==> src/rtl/des_round_sequencer_if.sv <==
// Handshake/round-control bundle between the DES host, des_round_sequencer and the round datapath.
// The round_stall signal exists only when DES_ROUND_STALL_EN is defined.
interface des_round_sequencer_if #(
  parameter int IDX_W = 4
);
  logic             start_valid;
  logic             start_ready;
  logic [63:0]      key;
  logic             decrypt;
  logic             block_load;
  logic             round_en;
  logic [IDX_W-1:0] round_idx;
  logic [47:0]      subkey;
  logic             last_round;
  logic             done_valid;
  logic             done_ready;
  logic             busy;
`ifdef DES_ROUND_STALL_EN
  logic             round_stall;
`endif

  // Host/datapath side.
  modport master (
`ifdef DES_ROUND_STALL_EN
    output round_stall,
`endif
    output start_valid, key, decrypt, done_ready,
    input  start_ready, block_load, round_en, round_idx, subkey, last_round, done_valid, busy
  );

  // Sequencer side.
  modport slave (
`ifdef DES_ROUND_STALL_EN
    input  round_stall,
`endif
    input  start_valid, key, decrypt, done_ready,
    output start_ready, block_load, round_en, round_idx, subkey, last_round, done_valid, busy
  );
endinterface

==> src/rtl/des_round_sequencer.sv <==
// Iterative DES controller: one round per cycle over a shared datapath, C/D key schedule and subkey.
// Optional DES_ROUND_STALL_EN adds round_stall, which freezes the current round while high.
module des_round_sequencer #(
  parameter int NUM_ROUNDS = 16,
  parameter int IDX_W      = 4
) (
  input logic                  clk,
  input logic                  rst_n,
  des_round_sequencer_if.slave bus
);

  typedef enum logic [1:0] {ST_IDLE, ST_ROUND, ST_DONE} state_e;

  localparam logic [IDX_W-1:0] LAST_IDX = IDX_W'(NUM_ROUNDS - 1);
  // Bit r set when key-schedule round r+1 shifts by one position instead of two.
  localparam logic [15:0] SHIFT_ONE = 16'h8103;

  localparam logic [5:0] PC1_TAB [56] = '{
    57, 49, 41, 33, 25, 17,  9,  1, 58, 50, 42, 34, 26, 18,
    10,  2, 59, 51, 43, 35, 27, 19, 11,  3, 60, 52, 44, 36,
    63, 55, 47, 39, 31, 23, 15,  7, 62, 54, 46, 38, 30, 22,
    14,  6, 61, 53, 45, 37, 29, 21, 13,  5, 28, 20, 12,  4};

  localparam logic [5:0] PC2_TAB [48] = '{
    14, 17, 11, 24,  1,  5,  3, 28, 15,  6, 21, 10,
    23, 19, 12,  4, 26,  8, 16,  7, 27, 20, 13,  2,
    41, 52, 31, 37, 47, 55, 30, 40, 51, 45, 33, 48,
    44, 49, 39, 56, 34, 53, 46, 42, 50, 36, 29, 32};

  // DES bit n of the key lives at key[64-n]; CD bit n at cd[56-n].
  function automatic logic [55:0] pc1(input logic [63:0] k);
    logic [55:0] r;
    r = '0;
    for (int i = 0; i < 56; i++) r[6'(55 - i)] = k[6'(7'd64 - 7'(PC1_TAB[6'(i)]))];
    return r;
  endfunction

  function automatic logic [47:0] pc2(input logic [55:0] cd);
    logic [47:0] r;
    r = '0;
    for (int i = 0; i < 48; i++) r[6'(47 - i)] = cd[6'(7'd56 - 7'(PC2_TAB[6'(i)]))];
    return r;
  endfunction

  function automatic logic [27:0] rotl(input logic [27:0] x, input logic by_one);
    return by_one ? {x[26:0], x[27]} : {x[25:0], x[27:26]};
  endfunction

  function automatic logic [27:0] rotr(input logic [27:0] x, input logic by_one);
    return by_one ? {x[0], x[27:1]} : {x[1:0], x[27:2]};
  endfunction

  state_e           state_q, state_d;
  logic [27:0]      c_half_q, c_half_d;
  logic [27:0]      d_half_q, d_half_d;
  logic [IDX_W-1:0] cnt_q, cnt_d;
  logic             dir_q, dir_d;
  logic             armed_q, armed_d;

  logic             stall;
  logic             start_ready;
  logic             accept;
  logic             round_en;
  logic             step_one;
  logic [55:0]      key_cd;
  logic [IDX_W-1:0] cnt_inc;

`ifdef DES_ROUND_STALL_EN
  assign stall = bus.round_stall;
`else
  assign stall = 1'b0;
`endif

  assign key_cd      = pc1(bus.key);
  assign cnt_inc     = cnt_q + 1'b1;
  // armed_q keeps start_ready low through reset and for the first edge after release.
  assign start_ready = armed_q && (state_q == ST_IDLE);
  assign accept      = bus.start_valid && start_ready;
  assign round_en    = (state_q == ST_ROUND) && !stall;
  // Encrypt applies the shift of the next round; decrypt undoes the shift of round 16-k.
  assign step_one    = dir_q ? SHIFT_ONE[~cnt_q] : SHIFT_ONE[cnt_inc];

  // NOTE: every variable gets its hold value first so no path leaves one unassigned and infers a latch.
  always_comb begin
    state_d  = state_q;
    c_half_d = c_half_q;
    d_half_d = d_half_q;
    cnt_d    = cnt_q;
    dir_d    = dir_q;
    armed_d  = 1'b1;
    case (state_q)
      ST_IDLE: begin
        if (accept) begin
          state_d  = ST_ROUND;
          dir_d    = bus.decrypt;
          cnt_d    = '0;
          c_half_d = bus.decrypt ? key_cd[55:28] : rotl(key_cd[55:28], 1'b1);
          d_half_d = bus.decrypt ? key_cd[27:0]  : rotl(key_cd[27:0], 1'b1);
        end
      end
      ST_ROUND: begin
        if (!stall) begin
          cnt_d    = cnt_inc;
          c_half_d = dir_q ? rotr(c_half_q, step_one) : rotl(c_half_q, step_one);
          d_half_d = dir_q ? rotr(d_half_q, step_one) : rotl(d_half_q, step_one);
          if (cnt_q == LAST_IDX) state_d = ST_DONE;
        end
      end
      ST_DONE: begin
        if (bus.done_ready) state_d = ST_IDLE;
      end
      default: state_d = ST_IDLE;
    endcase
  end

  // NOTE: state uses non-blocking assignments so every flop samples pre-edge values, matching hardware.
  // NOTE: C/D are reset even though each acceptance reloads them, so subkey never exposes stale key material.
  always_ff @(posedge clk or negedge rst_n) begin
    if (!rst_n) begin
      state_q  <= ST_IDLE;
      c_half_q <= '0;
      d_half_q <= '0;
      cnt_q    <= '0;
      dir_q    <= 1'b0;
      armed_q  <= 1'b0;
    end else begin
      state_q  <= state_d;
      c_half_q <= c_half_d;
      d_half_q <= d_half_d;
      cnt_q    <= cnt_d;
      dir_q    <= dir_d;
      armed_q  <= armed_d;
    end
  end

  assign bus.start_ready = start_ready;
  assign bus.block_load  = accept;
  assign bus.round_en    = round_en;
  assign bus.round_idx   = round_en ? cnt_q : '0;
  assign bus.subkey      = round_en ? pc2({c_half_q, d_half_q}) : '0;
  assign bus.last_round  = round_en && (cnt_q == LAST_IDX);
  assign bus.done_valid  = (state_q == ST_DONE);
  assign bus.busy        = (state_q != ST_IDLE);

endmodule

==> src/flat_wrapper.sv <==
// flat-port wrapper written by rule: the top's interface ports become plain ports
module des_round_sequencer_flat 
#(
  parameter int NUM_ROUNDS = 16,
  parameter int IDX_W      = 4
)
  (clk, rst_n, bus_start_valid, bus_key, bus_decrypt, bus_done_ready, bus_start_ready, bus_block_load, bus_round_en, bus_round_idx, bus_subkey, bus_last_round, bus_done_valid, bus_busy);
  des_round_sequencer_if #(.IDX_W(IDX_W)) bus_i ();
  input logic clk;
  input logic rst_n;
  input wire logic [$bits(bus_i.start_valid)-1:0] bus_start_valid;
  input wire logic [$bits(bus_i.key)-1:0] bus_key;
  input wire logic [$bits(bus_i.decrypt)-1:0] bus_decrypt;
  input wire logic [$bits(bus_i.done_ready)-1:0] bus_done_ready;
  output wire logic [$bits(bus_i.start_ready)-1:0] bus_start_ready;
  output wire logic [$bits(bus_i.block_load)-1:0] bus_block_load;
  output wire logic [$bits(bus_i.round_en)-1:0] bus_round_en;
  output wire logic [$bits(bus_i.round_idx)-1:0] bus_round_idx;
  output wire logic [$bits(bus_i.subkey)-1:0] bus_subkey;
  output wire logic [$bits(bus_i.last_round)-1:0] bus_last_round;
  output wire logic [$bits(bus_i.done_valid)-1:0] bus_done_valid;
  output wire logic [$bits(bus_i.busy)-1:0] bus_busy;
  assign bus_i.start_valid = bus_start_valid;
  assign bus_i.key = bus_key;
  assign bus_i.decrypt = bus_decrypt;
  assign bus_i.done_ready = bus_done_ready;
  assign bus_start_ready = bus_i.start_ready;
  assign bus_block_load = bus_i.block_load;
  assign bus_round_en = bus_i.round_en;
  assign bus_round_idx = bus_i.round_idx;
  assign bus_subkey = bus_i.subkey;
  assign bus_last_round = bus_i.last_round;
  assign bus_done_valid = bus_i.done_valid;
  assign bus_busy = bus_i.busy;
  des_round_sequencer #(.NUM_ROUNDS(NUM_ROUNDS), .IDX_W(IDX_W)) u_core (.clk(clk), .rst_n(rst_n), .bus(bus_i));
endmodule
==> config.mk <==
export PLATFORM = sky130hd
export DESIGN_NAME = des_round_sequencer_flat
export DESIGN_NICKNAME = d
export VERILOG_FILES = /design/src/rtl/des_round_sequencer_if.sv /design/src/rtl/des_round_sequencer.sv /design/src/flat_wrapper.sv
export SDC_FILE = /design/constraint.sdc
export NUM_CORES = 1
export LEC_CHECK = 0
export BUFFER_PORTS_ARGS = -buffer_cell sky130_fd_sc_hd__buf_2
export CORE_AREA = 4 4 128 130
export CTS_CLUSTER_SIZE = 8
export DETAILED_ROUTE_END_ITERATION = 12
export DIE_AREA = 0 0 132 134
export HOLD_SLACK_MARGIN = 0.08
export PLACE_DENSITY = 0.51
export SLEW_MARGIN = 5
export SYNTH_ARGS = -nofsm -noshare
export SYNTH_HDL_FRONTEND = slang
export SYNTH_SLANG_ARGS = --single-unit
export TNS_END_PERCENT = 5
==> constraint.sdc <==
create_clock -name clk -period 3.21 [get_ports clk]
set_clock_uncertainty 0.1 [all_clocks]
set_input_delay 0.1605 -clock clk [delete_from_list [all_inputs] [get_ports clk]]
set_output_delay 0.1605 -clock clk [all_outputs]
set_load 0.02 [all_outputs]
## Word level (Yosys, flattened, before mapping)

Memories as Yosys holds them, arrays and structs flattened.
Index checks and enable logic that the tools add are counted.

- Shifts and indexed selects: 0
- Bitwise operators: 1
- $lt $le $gt $ge: 2
- Eq/ne operators: 6
- $mul: 0
- Divide/modulo/power cells: 0
- Multiplexer cells: 23
- Add/subtract/negate cells: 1
- Reductions and logical operators: 9

Operators by type and width:

| cell | count |
|---|---|
| two-way mux 28 bit | 9 |
| one-hot mux 28 bit (2 select lines) | 2 |
| two-way mux 32 bit | 1 |
| < comparator 4 x 5 -> 1 bit (second input constant) | 2 |
| two-way mux 4 bit | 2 |
| one-hot mux 4 bit (2 select lines) | 1 |
| two-way mux 2 bit | 3 |
| != test 2 bit (second input constant) | 3 |
| one-hot mux 2 bit (3 select lines) | 1 |
| two-way mux 5 bit | 1 |
| adder 4 x 1 -> 4 bit (second input constant) | 1 |
| == test 4 bit (second input constant) | 1 |
| inverter 4 bit | 1 |
| AND reduction 2 bit | 2 |
| nonzero test 2 bit | 2 |
| logical AND 1 bit | 3 |
| two-way mux 1 bit | 3 |
| AND reduction 3 bit | 1 |
| == test 2 x 1 -> 1 bit (second input constant) | 1 |
| == test 2 bit (second input constant) | 1 |
| zero test 2 bit | 1 |

- Memory bits (read-only): 32
- Memory bits (writable): 0
- Latch bits: 0
- Memories kept: 2
- Bits of input ports: 69
- Flip-flop bits (word level): 64

Memory list:

| memory | depth | bits a word | read ports | clocked after Yosys merged registers in | wr ports | RTL line | text |
|---|---|---|---|---|---|---|---|
| (name not given) | 16 | 1 | 1 | 0 | 0 | des_round_sequencer.sv:81 | `assign step_one = dir_q ? SHIFT_ONE[~cnt_q] : SHIFT_ONE[cnt_inc];` |
| (name not given) | 16 | 1 | 1 | 0 | 0 | des_round_sequencer.sv:81 |  |

## Depth between registers and ports, before layout

Gate-level depths: netlist (run 1).

- Depth after elaboration: 7
- Mapped depth: 9
- Depth with buffers taken out: 7

## Least setup slack after synthesis (run 1)

Ideal clock, no wire load.

- Path type: register to register
- Start point: register u_core.cnt_q[0]
- End point: register u_core.c_half_q[22]
- Setup slack: 1037 ps
- Buffers on the path: 3
- Period minus slack after synthesis: 2173 ps
- Setup time: 142 ps
- Arrival time: 1930 ps
- Required time: 2968 ps
- Cell stages (with the launch flop): 10
- Cell sequence: dfrtp_1 > ha_1 > mux2_4 > and2_1 > buf_2 > o22ai_4 > buf_6 > buf_8 > mux2i_1 > o221ai_1

- Longest elaborated chain between the ends: 7
- Elaborated cells between the ends (all ways): 11
- Classes of those cells: 1 x add/sub; 7 x mux; 1 x bitwise; 2 x memory

RTL lines:

| element | RTL line | text |
|---|---|---|
| from (decl) | des_round_sequencer.sv:56 | `logic [IDX_W-1:0] cnt_q, cnt_d;` |
| from (signal assigned) | des_round_sequencer.sv:130 | `cnt_q <= cnt_d;` |
| adder 4 x 1 -> 4 bit / inverter 4 bit (equally long branches) | des_round_sequencer.sv:75, des_round_sequencer.sv:81 |  |
| memory read (16 x 1 bit) | -- |  |
| two-way mux 1 bit (not written as such) | des_round_sequencer.sv:81 |  |
| two-way mux 1 bit * | des_round_sequencer.sv:81 |  |
| two-way mux 28 bit (on tied branches) | des_round_sequencer.sv:46, des_round_sequencer.sv:50 |  |
| two-way mux 28 bit * | des_round_sequencer.sv:104 | `c_half_d = dir_q ? rotr(c_half_q, step_one) : rotl(c_half_q, step_one);` |
| one-hot mux 28 bit (2 select lines) * | des_round_sequencer.sv:91 | `case (state_q)` |
| to (signal assigned) | des_round_sequencer.sv:128 | `c_half_q <= c_half_d;` |
| to (decl) | des_round_sequencer.sv:54 | `logic [27:0] c_half_q, c_half_d;` |

Mark *: on every way between the ends. The rest lies on a longest branch, timed or not. The select of a mux whose other input is x is not followed.
A chain may end at the register's enable or synchronous reset.

## Worst setup path after layout (run 1)

- Start point: register u_core.cnt_q[0]
- End point: register u_core.c_half_q[11]

The elaborated chain is that of the path after synthesis.

==> results of run 1 <==
routing by layer:
| layer | GRT usage | vias up | part of all wire |
|---|---|---|---|
| met5 | 0 | - | 0 |
| met4 | 0.05776 | 0 | 0.014 |
| met3 | 0.01988 | 12 | 0.035 |
| met2 | 0.2121 | 80 | 0.47 |
| met1 | 0.1852 | 1804 | 0.48 |
| li1 | - | 1706 | - |
state kept, by name (all words and copies together) (netlist names):
register and count:
u_core.armed_q 1, u_core.state_q 2, u_core.d_half_q 28, u_core.dir_q 1
u_core.c_half_q 28, u_core.cnt_q 4
metrics by stage:
step | cells | utilization | hold WS, ps | setup slack, ps
6_report | 680 | 0.3367 | 124.4 | 597.3
5_1_grt | 680 | 0.3367 | 152.4 | 440.9
4_1_cts | 680 | 0.3367 | 111.7 | 578.0
3_5_place_dp | 663 | 0.3152 | 315.5 | 595.4
3_3_place_gp | 663 | 0.3152 | 318.5 | 559.1
2_1_floorplan | 492 | - | -235.1 | 1037
area by class of cell:
class	instances	share of cell area
inverter	7	0.005152
multi-input combinational	354	0.5083
tap	188	0.04612
clock inverter	3	0.007851
sequential	64	0.3140
timing repair buffer	52	0.06624
clock buffer	12	0.05226
layout by cell type, fill, tap and decap left out, types with 3 or more instances in the layout:
| cell | instances |
|---|---|
| sky130_fd_sc_hd__a221oi_1 | 4 |
| sky130_fd_sc_hd__buf_2 | 38 |
| sky130_fd_sc_hd__clkbuf_8 | 3 |
| sky130_fd_sc_hd__o221ai_1 | 46 |
| sky130_fd_sc_hd__nand2_1 | 58 |
| sky130_fd_sc_hd__dfrtp_1 | 64 |
| sky130_fd_sc_hd__inv_1 | 5 |
| sky130_fd_sc_hd__a21oi_1 | 6 |
| sky130_fd_sc_hd__buf_4 | 9 |
| sky130_fd_sc_hd__o211ai_1 | 6 |
| sky130_fd_sc_hd__clkbuf_16 | 9 |
| sky130_fd_sc_hd__ha_1 | 3 |
| sky130_fd_sc_hd__a22oi_1 | 4 |
| sky130_fd_sc_hd__a211oi_1 | 5 |
| sky130_fd_sc_hd__nand3_1 | 9 |
| sky130_fd_sc_hd__mux2i_1 | 107 |
| sky130_fd_sc_hd__o21ai_0 | 12 |
| sky130_fd_sc_hd__nor2_1 | 6 |
| sky130_fd_sc_hd__a31o_2 | 4 |
| sky130_fd_sc_hd__conb_1 | 33 |
| sky130_fd_sc_hd__buf_12 | 3 |
| sky130_fd_sc_hd__and3_1 | 5 |
| sky130_fd_sc_hd__and2_1 | 20 |
power by group:
part | leakage (nW) | total, mW | internal [mW] | switching, mW
sequential | 0.838 | 1.53 | 1.11 | 0.420
clock | 0.154 | 1.01 | 0.657 | 0.354
combinational | 1.42 | 3.61 | 1.56 | 2.05
total | 2.41 | 6.14 | 3.32 | 2.82
worst max-delay path by stage:
stage                                      end  cells after the start  slack (ps)                        start
2_1_floorplan  u_core.c_half_q[22]$_DFFE_PN0P_                      9        1040  u_core.cnt_q[0]$_DFFE_PN0P_
6_report       u_core.c_half_q[11]$_DFFE_PN0P_                      7         600  u_core.cnt_q[0]$_DFFE_PN0P_
5_1_grt        u_core.c_half_q[11]$_DFFE_PN0P_                      7         440  u_core.cnt_q[0]$_DFFE_PN0P_
3_5_place_dp   u_core.c_half_q[11]$_DFFE_PN0P_                      7         600  u_core.cnt_q[0]$_DFFE_PN0P_
3_3_place_gp   u_core.c_half_q[11]$_DFFE_PN0P_                      7         560  u_core.cnt_q[0]$_DFFE_PN0P_
4_1_cts        u_core.c_half_q[11]$_DFFE_PN0P_                      7         580  u_core.cnt_q[0]$_DFFE_PN0P_
repair_timing:
item / CTS / global route
hold buffers: 2 / 0
gates resized for setup: 0 / 0
endpoints found under the hold margin: 65 / 0
worst max-delay path: stages, from the launching register on:
cell and delay (ps):
sky130_fd_sc_hd__dfrtp_1 430, sky130_fd_sc_hd__ha_1 220, sky130_fd_sc_hd__mux2_4 270, sky130_fd_sc_hd__and2_1 250, sky130_fd_sc_hd__nor2_2 520, sky130_fd_sc_hd__buf_4 300
sky130_fd_sc_hd__mux2i_1 240, sky130_fd_sc_hd__o221ai_1 130
cell families (layout without fill, tap and decap cells):
group | after synthesis | after routing | share of synthesized area
AOI/OAI and AO/OA | 100 | 100 | 0.1795
DFF | 64 | 64 | 0.3534
other | 2 | 33 | 0.001657
muxes | 109 | 109 | 0.2421
and+or+nand+nor | 106 | 106 | 0.1085
adders and majority gates | 3 | 3 | 0.008284
buffers and inverters | 74 | 74 | 0.1008
xor gates and xnor gates | 3 | 3 | 0.005799
==> results list, run 1 <==
* Count of pins on the block boundary: 127
- CTS HTree Levels: 3
- TritonCTS built the clock tree.
* Port Buf Inserts: 38
* Post-CTS repair timing setup buffer count: 0
* Final setup TNS: 0 ps
* Die H: 134 um
- Area of the multi-input gates: 0.002592 mm2
- The largest total area in the synthesized netlist belongs to sky130_fd_sc_hd__dfrtp_1.
- Proportion of register bits with asynchronous set or reset after synthesis: 1.000
- In this run the horizontal extent of the chip is 132 um.
- Layout cell share with drive strength beyond 1: 0.1565
- DP HPWL: 7605 um
* Number of iterations in the first detailed-routing pass: 5
- Initial antenna violation count: 0
* Crit Reg-Reg Endpoint: u_core.c_half_q[11]$_DFFE_PN0P_
- Initial core utilization: 0.2992
* Cell leakage power: 2.412 nW
* Total number of vias: 3602
- Data on the critical path arrives at its endpoint at 2710 ps.
- Dividing the final minimum period by the clock period gives 0.8139.
* Post-DR vias/cell: 5.297
- Counting I/O delays and the setup requirement, the final critical path takes 2613 ps.
- The first global-routing pass estimated 19390 um of wire.
* Die footprint: 0.01769 mm2
- Data on the critical path is required at its endpoint by 3300 ps.
- The number of endpoints with negative hold slack in the final report was 0.
* Layout fillers: 1518
* Layout Cell Area excl Fill: 0.005100 mm2
* Grt ovf: 0
* Clock Root Buffer: sky130_fd_sc_hd__clkbuf_16
* Worst-case vdd ir drop: 545.9 uV
- Final number of max-transition violations: 0
- Yosys printed 0 warnings.
- For the pin with the worst max-slew slack, the measured transition is 874.4 ps.
- STA classifies the critical path startpoint as a flop.
- Dividing the detail-routed wire length by the instance count gives 17.45 um.
* Number of cells on the worst reg-to-reg path: 7
* Origin of the critical flop-to-flop path: u_core.cnt_q[0]$_DFFE_PN0P_
* # Max-Cap Violations: 0
- Mapped Area: 0.004532 mm2
* Setup repair after global routing missed its margin: no
- Cell area reported after detailed placement: 0.004773 mm2
* Worst-case hold path end point: u_core.dir_q$_DFFE_PN0P_
- Clock tree buffer depth: 2
- Result of the run: complete, no violations
- The worst register-to-register path has a setup slack of 600 ps.
- Setup violations remaining at the end of the flow were counted as 0.
* Count of antenna-violating nets left after detailed routing: 0
* Largest driver fanout on the critical path: 7
- Gpl congestion: 0.8151
- 0 antenna diodes ended up in the layout.
- Core Area: 0.01515 mm2
- The worst hold path begins at bus_decrypt.
* Maximum number of pins on one net before global-route repair: 65
- Post-Syn Area per Cell: 9.830 um2
- After detailed routing, the total wire length is 11870 um.
- Clock latency on the worst-skew pair: 330 ps
- Register area: 0.001602 mm2
- Critical path capture point type: flop
* Fmax: 382.8 MHz
- By area the synthesized netlist is led by sky130_fd_sc_hd__dfrtp_1 (35%), sky130_fd_sc_hd__mux2i_1 (24%), sky130_fd_sc_hd__o221ai_1 (8.9%), sky130_fd_sc_hd__buf_4 (6.1%), sky130_fd_sc_hd__nand2_1 (4.9%).
* Post-synth cell types: 45
- Post-layout power: 6.144 mW
- In the routed design, unresolved DRC markers number 0.
- Global-route total usage across every layer: 0.1348
* Via count of the first global-routing pass: 3589
- Area growth from synthesis to final layout: 12.53%
* Sequential share of the synthesized area: 0.3534
* Number of sinks handled by clock tree synthesis: 64
* Site Rows: 45
- The most common cell in the synthesized netlist is sky130_fd_sc_hd__mux2i_1.
* Prevailing post-synth register cell: sky130_fd_sc_hd__dfrtp_1
* Clock-pin transition on the worst setup and hold timing paths: 50 ps
- Commonest cells in the netlist: sky130_fd_sc_hd__mux2i_1 (107), sky130_fd_sc_hd__dfrtp_1 (64), sky130_fd_sc_hd__nand2_1 (59)
- Synthesis inferred 64 register bits.
- CTS buffer count: 9
- The tightest min-delay check is of the in2reg type.
- Detailed router's first-iteration violation count: 357
- Of the post-synthesis cell area, the dominant cell type holds 0.3534.
- The worst hold path passes through 3 cells.
- Cell count after synthesis: 461
- Nets: 560
* Class of the most critical setup path: reg2reg
- Slew HR: 0.4170
- Total power divided by cell area: 1205 mW/mm2
- The synthesized design contains 0 enable-type register cells.
(Power assumes the default switching activity.)
==> run 2: changes to the inputs <==
--- a/config.mk
+++ b/config.mk
@@ -11,7 +11,7 @@
 export DETAILED_ROUTE_END_ITERATION = 12
 export DIE_AREA = 0 0 132 134
 export HOLD_SLACK_MARGIN = 0.08
-export PLACE_DENSITY = 0.51
+export PLACE_DENSITY = 0.53
 export SLEW_MARGIN = 5
 export SYNTH_ARGS = -nofsm -noshare
 export SYNTH_HDL_FRONTEND = slang
==> constraint.sdc (replaced) <==
create_clock -name clk -period 2.1 [get_ports clk]
set_clock_uncertainty 0.1 [all_clocks]
set_input_delay 0.105 -clock clk [delete_from_list [all_inputs] [get_ports clk]]
set_output_delay 0.105 -clock clk [all_outputs]
set_load 0.02 [all_outputs]
==> results list, run 2 (synthesized netlist as in run 1, its figures left out) <==
* Result of the run: finished, violations left
* Violations in the final reports: setup timing
- Period Utilization, post-route: 1.037
- Class of the most critical setup path: reg2reg
- Dividing the detail-routed wire length by the instance count gives 17.82 um.
- The first global-routing pass estimated 20370 um of wire.
- Number of hold violations in the final report: 0
- DP HPWL: 8027 um
- Once detail routing completed, the nets flagged for antenna violations numbered 0.
* Global-route total usage across every layer: 0.1420
* Type of the worst min-delay path: in2reg
* Core Area: 0.01515 mm2
- Clock latency on the worst-skew pair: 340 ps
- Origin of the critical flop-to-flop path: u_core.cnt_q[0]$_DFFE_PN0P_
- STA classifies the critical path endpoint as a flop.
- The number of clock buffers added by TritonCTS is 9.
* Area growth from synthesis to final layout: 25.48%
- The die covers 0.01769 mm2.
- Layout Cell Area excl Fill: 0.005687 mm2
* Count of pins on the block boundary: 127
- Remaining design rule violation count: 0
- Clock tree synthesis found a total of 64 sinks.
* Final setup TNS: -2174 ps
- In this run the power density over the cells is 1984 mW/mm2.
- After detailed routing, the total wire length is 12760 um.
- Largest driver fanout on the critical path: 12
- The layout has 1461 filler cells.
- Clock Root Buffer: sky130_fd_sc_hd__clkbuf_16
- # Max-Cap Violations: 0
- The pre-antenna-repair detailed-routing pass consisted of 4 iterations.
- STA classifies the critical path startpoint as a flop.
* Setup violations, final: 48
- The via count of the first global-routing pass was 3835.
- Global routing finished with a remaining overflow of 0.
* Launch point of the worst path: u_core.cnt_q[0]$_DFFE_PN0P_
- After clock tree synthesis, the clock-pin slew on the worst setup and hold paths is 60 ps.
- Of the cells placed in the final design, the portion with a size suffix greater than 1 is 0.2538.
- Entering global routing, the biggest net connects 65 pins.
- For this configuration, the core starts out at a cell density of 0.2992.
- Registers with the most flip-flops: u_core.c_half_q: 28 flops, u_core.d_half_q: 28 flops, u_core.cnt_q: 4 flops
- 0 antenna diodes ended up in the layout.
- Fmax: 459.4 MHz
- Required time of the worst setup path: 2210 ps
* Critical hold path startpoint: bus_key[4]
- From bottom edge to top edge, the die measures 134 um.
- The net count of the finished layout is 595.
- Clock tree buffer depth: 2
- Detailed router's first-iteration violation count: 339
- Cell leakage power: 2.640 nW
- Leaving out filler cells and counting taps, the final layout contains 716.
- Hold is met by 84.74 ps.
* Cell area reported after detailed placement: 0.004995 mm2
* Post-DR vias/cell: 5.304
* Setup repair after global routing missed its margin: yes
- Total number of vias: 3798
* Port Buf Inserts: 38
- Placed cell count: 685
- TritonCTS built the clock tree.
- The worst path in the final design needs a cycle of 2177 ps, including I/O delays and setup.
* Data arrival time at the worst-slack endpoint: 2280 ps
- Initial antenna violation count: 0
- Site Rows: 45
* Gpl congestion: 0.8045
* Final Util: 0.3755
- Final number of max-transition violations: 0
- Worst-case vdd ir drop: 799.3 uV
* Leading cell types in the layout, fill and taps excluded: sky130_fd_sc_hd__mux2i_1 (97), sky130_fd_sc_hd__dfrtp_1 (62), sky130_fd_sc_hd__nand2_1 (57), sky130_fd_sc_hd__o221ai_1 (45), sky130_fd_sc_hd__buf_2 (38)
- From left edge to right edge, the die measures 132 um.
- Most common library cell in the layout ignoring fill and taps: sky130_fd_sc_hd__mux2i_1
- Once routing completed, OpenROAD measured the worst setup slack at -76.73 ps.
* CTS HTree Levels: 3
## run 2: cell count changes in the layout (fill, tap and decap cells not counted), moves of 4 or more
cell and change:
sky130_fd_sc_hd__mux2i_1 -10, sky130_fd_sc_hd__buf_4 +18, sky130_fd_sc_hd__mux2i_2 +9, sky130_fd_sc_hd__buf_6 +4, sky130_fd_sc_hd__buf_12 +7
## run 2: critical path: stages, from the launching register on
cell and delay [ps]:
sky130_fd_sc_hd__dfrtp_2 460, sky130_fd_sc_hd__ha_2 200, sky130_fd_sc_hd__mux2_4 290, sky130_fd_sc_hd__and2_4 160
sky130_fd_sc_hd__o22ai_4 180, sky130_fd_sc_hd__buf_12 170, sky130_fd_sc_hd__buf_16 160, sky130_fd_sc_hd__mux2i_2 210
sky130_fd_sc_hd__o221ai_1 120
## run 2: final timing paths
kind,end,slack (ps),cells after the start
worst min register to register,u_core.c_half_q[19]$_DFFE_PN0P_,460,2
worst min-delay path,u_core.c_half_q[3]$_DFFE_PN0P_,80,5
max in group asynchronous,u_core.cnt_q[0]$_DFFE_PN0P_,1350,3
min in group asynchronous,u_core.state_q[1]$_DFFE_PN0P_,210,3
worst max-delay path,u_core.c_half_q[22]$_DFFE_PN0P_,-80,8
worst max register to register,u_core.c_half_q[22]$_DFFE_PN0P_,-80,8
## run 2: what timing repair did
item,4_1_cts,5_1_grt
buffers inserted,7,0
pin swaps,35,9
hold endpoints to repair,67,0
endpoints found under the setup margin,50,56
hold buffers,4,0
gates cloned,4,0
resized for setup,23,16
## run 2: stage by stage
step | worst slack (ps) | total power [mW]
after floorplan | -51.18 | 6.593
after global placement | -121.1 | 8.253
after CTS | -81.86 | 11.12
after global routing | -151.7 | 11.92
after detailed placement | -154.8 | 8.316
final | -76.73 | 11.28
## run 2: metal layers
metal  GRT usage  wire [um]  part of all wire
met2      0.2323       6216              0.49
met5           0          0                 0
met3     0.02176        453             0.035
met4     0.05076        158             0.012
met1      0.1913       5933              0.46
## run 2: final cells by class
cell class | instances | area (um2) | area share
Multi-Input combinational cell | 354 | 2714 | 0.4772
Sequential cell | 64 | 1604 | 0.2821
Timing Repair Buffer | 87 | 785.8 | 0.1382
Clock buffer | 11 | 242.7 | 0.04268
Tap cell | 188 | 235.2 | 0.04136
Clock inverter | 5 | 78.83 | 0.01386
Inverter | 7 | 26.28 | 0.004620
## run 2: where the power goes
part / switching, mW / internal, mW
clock: 0.582 / 1.07
combinational: 3.61 / 3.65
sequential: 0.674 / 1.70
total: 4.86 / 6.42
==> run 3: changes to the inputs <==
==> constraint.sdc (replaced) <==
create_clock -name clk -period 2.1 [get_ports clk]
set_clock_uncertainty 0.1 [all_clocks]
set_input_delay 0.105 -clock clk [delete_from_list [all_inputs] [get_ports clk]]
set_output_delay 0.105 -clock clk [all_outputs]
set_load 0.05 [all_outputs]
==> results list, run 3 (synthesized netlist as in run 1, its figures left out) <==
* Registers with the most flip-flops: u_core.c_half_q: 28 flops, u_core.d_half_q: 28 flops, u_core.cnt_q: 4 flops
- The total area inside the core boundary comes to 0.01515 mm2.
* Biggest cell delay along the critical path: 440 ps
* TritonCTS clock tree: built
- Timing analysis after detailed placement gives a worst setup slack of -178.4 ps.
* Slowest cell on crit path: sky130_fd_sc_hd__dfrtp_2
* Final worst-path setup slack: -49.07 ps
* Clock tree buffer depth: 2
* Slew HR: 0.5602
* Port Buf Inserts: 38
- Period Utilization, post-route: 1.023
- Via count of the first global-routing pass: 3743
- After layout, the minimum clock period comes to 2149 ps.
- The later pin in the worst-skew pair is clocked with a latency of 330 ps.
- Number of standard cells in the layout, taps in and fillers out: 716
- Count of pins on the block boundary: 127
- The die is 132 um wide.
- The tool flagged a number of max-cap violations equal to 0.
- The worst setup path is captured at a flop.
- Global-route total usage across every layer: 0.1358
- The routed design has 12510 um of wire.
* Cell family with most CP delay: compound AO/OA/AOI/OAI gates
- In this run the worst path has a maximum fanout of 6.
- The max-slew violation count was 0.
* Buffer and inverter count on the worst path: 3
* Area growth from synthesis to final layout: 25.10%
- The first global-routing pass estimated 19840 um of wire.
- VDD sags by at most 1036 uV.
* Critical path, cell by cell: inv_1 > ha_4 > nand2b_1 > a21o_1 > a2bb2oi_4 > buf_12 > buf_12 > mux2i_1 > o221ai_1
* Average wire per standard cell: 17.47 um
- Clock Root Buffer: sky130_fd_sc_hd__clkbuf_16
- Number of iterations in the first detailed-routing pass: 4
- STA puts the critical path data arrival time at 2250 ps.
* Layout cell share with drive strength beyond 1: 0.2386
* Origin of the critical flop-to-flop path: u_core.cnt_q[1]$_DFFE_PN0P_
- After the last flow step, the layout net total stands at 595.
- Result of the run: finished, violations left
- Type of the worst min-delay path: in2reg
* Number of hold violations in the final report: 0
* Layout fillers: 1481
- The number of antenna violations at the first check in global routing came to 0.
- Crit Reg-Reg Endpoint: u_core.d_half_q[21]$_DFFE_PN0P_
- The final reports fail on setup timing.
- Setup violations, final: 23
- Setup repair after global routing missed its margin: yes
- Required time of the worst setup path: 2200 ps
- The library cell used most frequently in the layout, excluding fill and tap cells, is sky130_fd_sc_hd__mux2i_1.
- Fmax: 465.3 MHz
- Remaining design rule violation count: 0
- CTS buffer count: 9
* Leading cell types in the layout, fill and taps excluded: sky130_fd_sc_hd__mux2i_1 (103), sky130_fd_sc_hd__dfrtp_1 (63), sky130_fd_sc_hd__nand2_1 (58), sky130_fd_sc_hd__o221ai_1 (46), sky130_fd_sc_hd__buf_2 (38)
- Measured along the y axis, the die boundary spans 134 um.
* Clock-pin transition on the worst setup and hold timing paths: 60 ps
- In this run the core area contains 45 standard-cell rows.
- Hold timing on the final database bottoms out at a slack of 86.75 ps.
- Grt ovf: 0
- Reg2Reg Setup Slack: -50 ps
* Count of antenna-violating nets left after detailed routing: 0
- Cell area reported after detailed placement: 0.005020 mm2
* Critical path launch point type: flop
* Worst-case hold path end point: u_core.c_half_q[2]$_DFFE_PN0P_
- The number of placed instances, taps included, is 685.
- Maximum number of pins on one net before global-route repair: 65
* Cell mode on critical path: sky130_fd_sc_hd__buf_12
- The die covers 0.01769 mm2.
- Number of antenna cells inserted: 0
- Detailed router's first-iteration violation count: 311
* Cell leakage power: 2.663 nW
* Layout Cell Area excl Fill: 0.005669 mm2
- CTS HTree Levels: 3
* Number of sinks handled by clock tree synthesis: 64
- Hold Path Depth: 5
* Slew at the pin with the worst max-slew slack: 659.7 ps
- At the end of routability-driven placement, the weighted congestion stood at 0.7829.
- Total power divided by cell area: 2035 mW/mm2
- Tracing the worst setup path back leads to its startpoint at u_core.cnt_q[1]$_DFFE_PN0P_.
- The initial utilization of the core area, before any placement, comes to 0.2992.
- Area of the multi-input gates: 0.002691 mm2
- Critical hold path startpoint: bus_key[20]
* Total number of vias: 3737
- Post-DR vias/cell: 5.219
- The critical path is of the reg2reg type.
- Register area: 0.001603 mm2
* Number of cells on the worst reg-to-reg path: 9
- Detailed placement ended at an HPWL of 8002 um.
run 3: worst register-to-register path: stages (launching register included):
cell and delay [ps]:
sky130_fd_sc_hd__dfrtp_2 440, sky130_fd_sc_hd__inv_1 130, sky130_fd_sc_hd__ha_4 140, sky130_fd_sc_hd__nand2b_1 80, sky130_fd_sc_hd__a21o_1 260, sky130_fd_sc_hd__a2bb2oi_4 280
sky130_fd_sc_hd__buf_12 160, sky130_fd_sc_hd__buf_12 120, sky130_fd_sc_hd__mux2i_1 180, sky130_fd_sc_hd__o221ai_1 130
run 3: metal layers:
metal | routed length, um | GRT usage | up-vias
met3 | 462 | 0.01275 | 4
li1 | - | - | 1776
met5 | 0 | 0 | -
met1 | 5805 | 0.1811 | 1865
met4 | 91 | 0.05309 | 0
met2 | 6150 | 0.2283 | 92
run 3: power breakdown:
part | total (mW) | leakage [nW] | internal (mW) | switching (mW)
Sequential | 2.34 | 0.837 | 1.69 | 0.652
Clock | 1.66 | 0.160 | 1.07 | 0.585
Combinational | 7.53 | 1.67 | 3.57 | 3.97
run 3: worst max path at each step:
stage	endpoint	slack, ps	cells after the start
after floorplan	u_core.c_half_q[22]$_DFFE_PN0P_	-50	9
after global placement	u_core.c_half_q[9]$_DFFE_PN0P_	-140	8
after detailed placement	u_core.d_half_q[26]$_DFFE_PN0P_	-180	7
after CTS	u_core.c_half_q[14]$_DFFE_PN0P_	-60	9
after global routing	u_core.d_half_q[21]$_DFFE_PN0P_	-130	9
final	u_core.d_half_q[21]$_DFFE_PN0P_	-50	9
run 3: cell type report:
type                    count  area share
multi-input cells         354      0.4747
clock buffers              11     0.04282
clock inverters             5     0.01390
repair buffers             87      0.1397
inverters                   7    0.004635
well taps                 188     0.04149
flip-flops and latches     64      0.2827
run 3: what timing repair did:
item,in CTS,in global routing
setup buffers,3,4
cloned,1,2
endpoints found under the hold margin,67,0
pin swaps,20,18
hold buffers,5,0
setup endpoints to repair,54,54
resized for setup,11,10
run 3: stage by stage:
stage	utilization	TNS, ps	power [mW]
6_report	0.3743	-488.7	11.53
5_1_grt	0.3743	-3895	12.18
4_1_cts	0.3634	-966.3	11.00
3_5_place_dp	0.3314	-3655	8.895
3_3_place_gp	0.3314	-3186	8.836
2_1_floorplan	-	-309.8	7.045
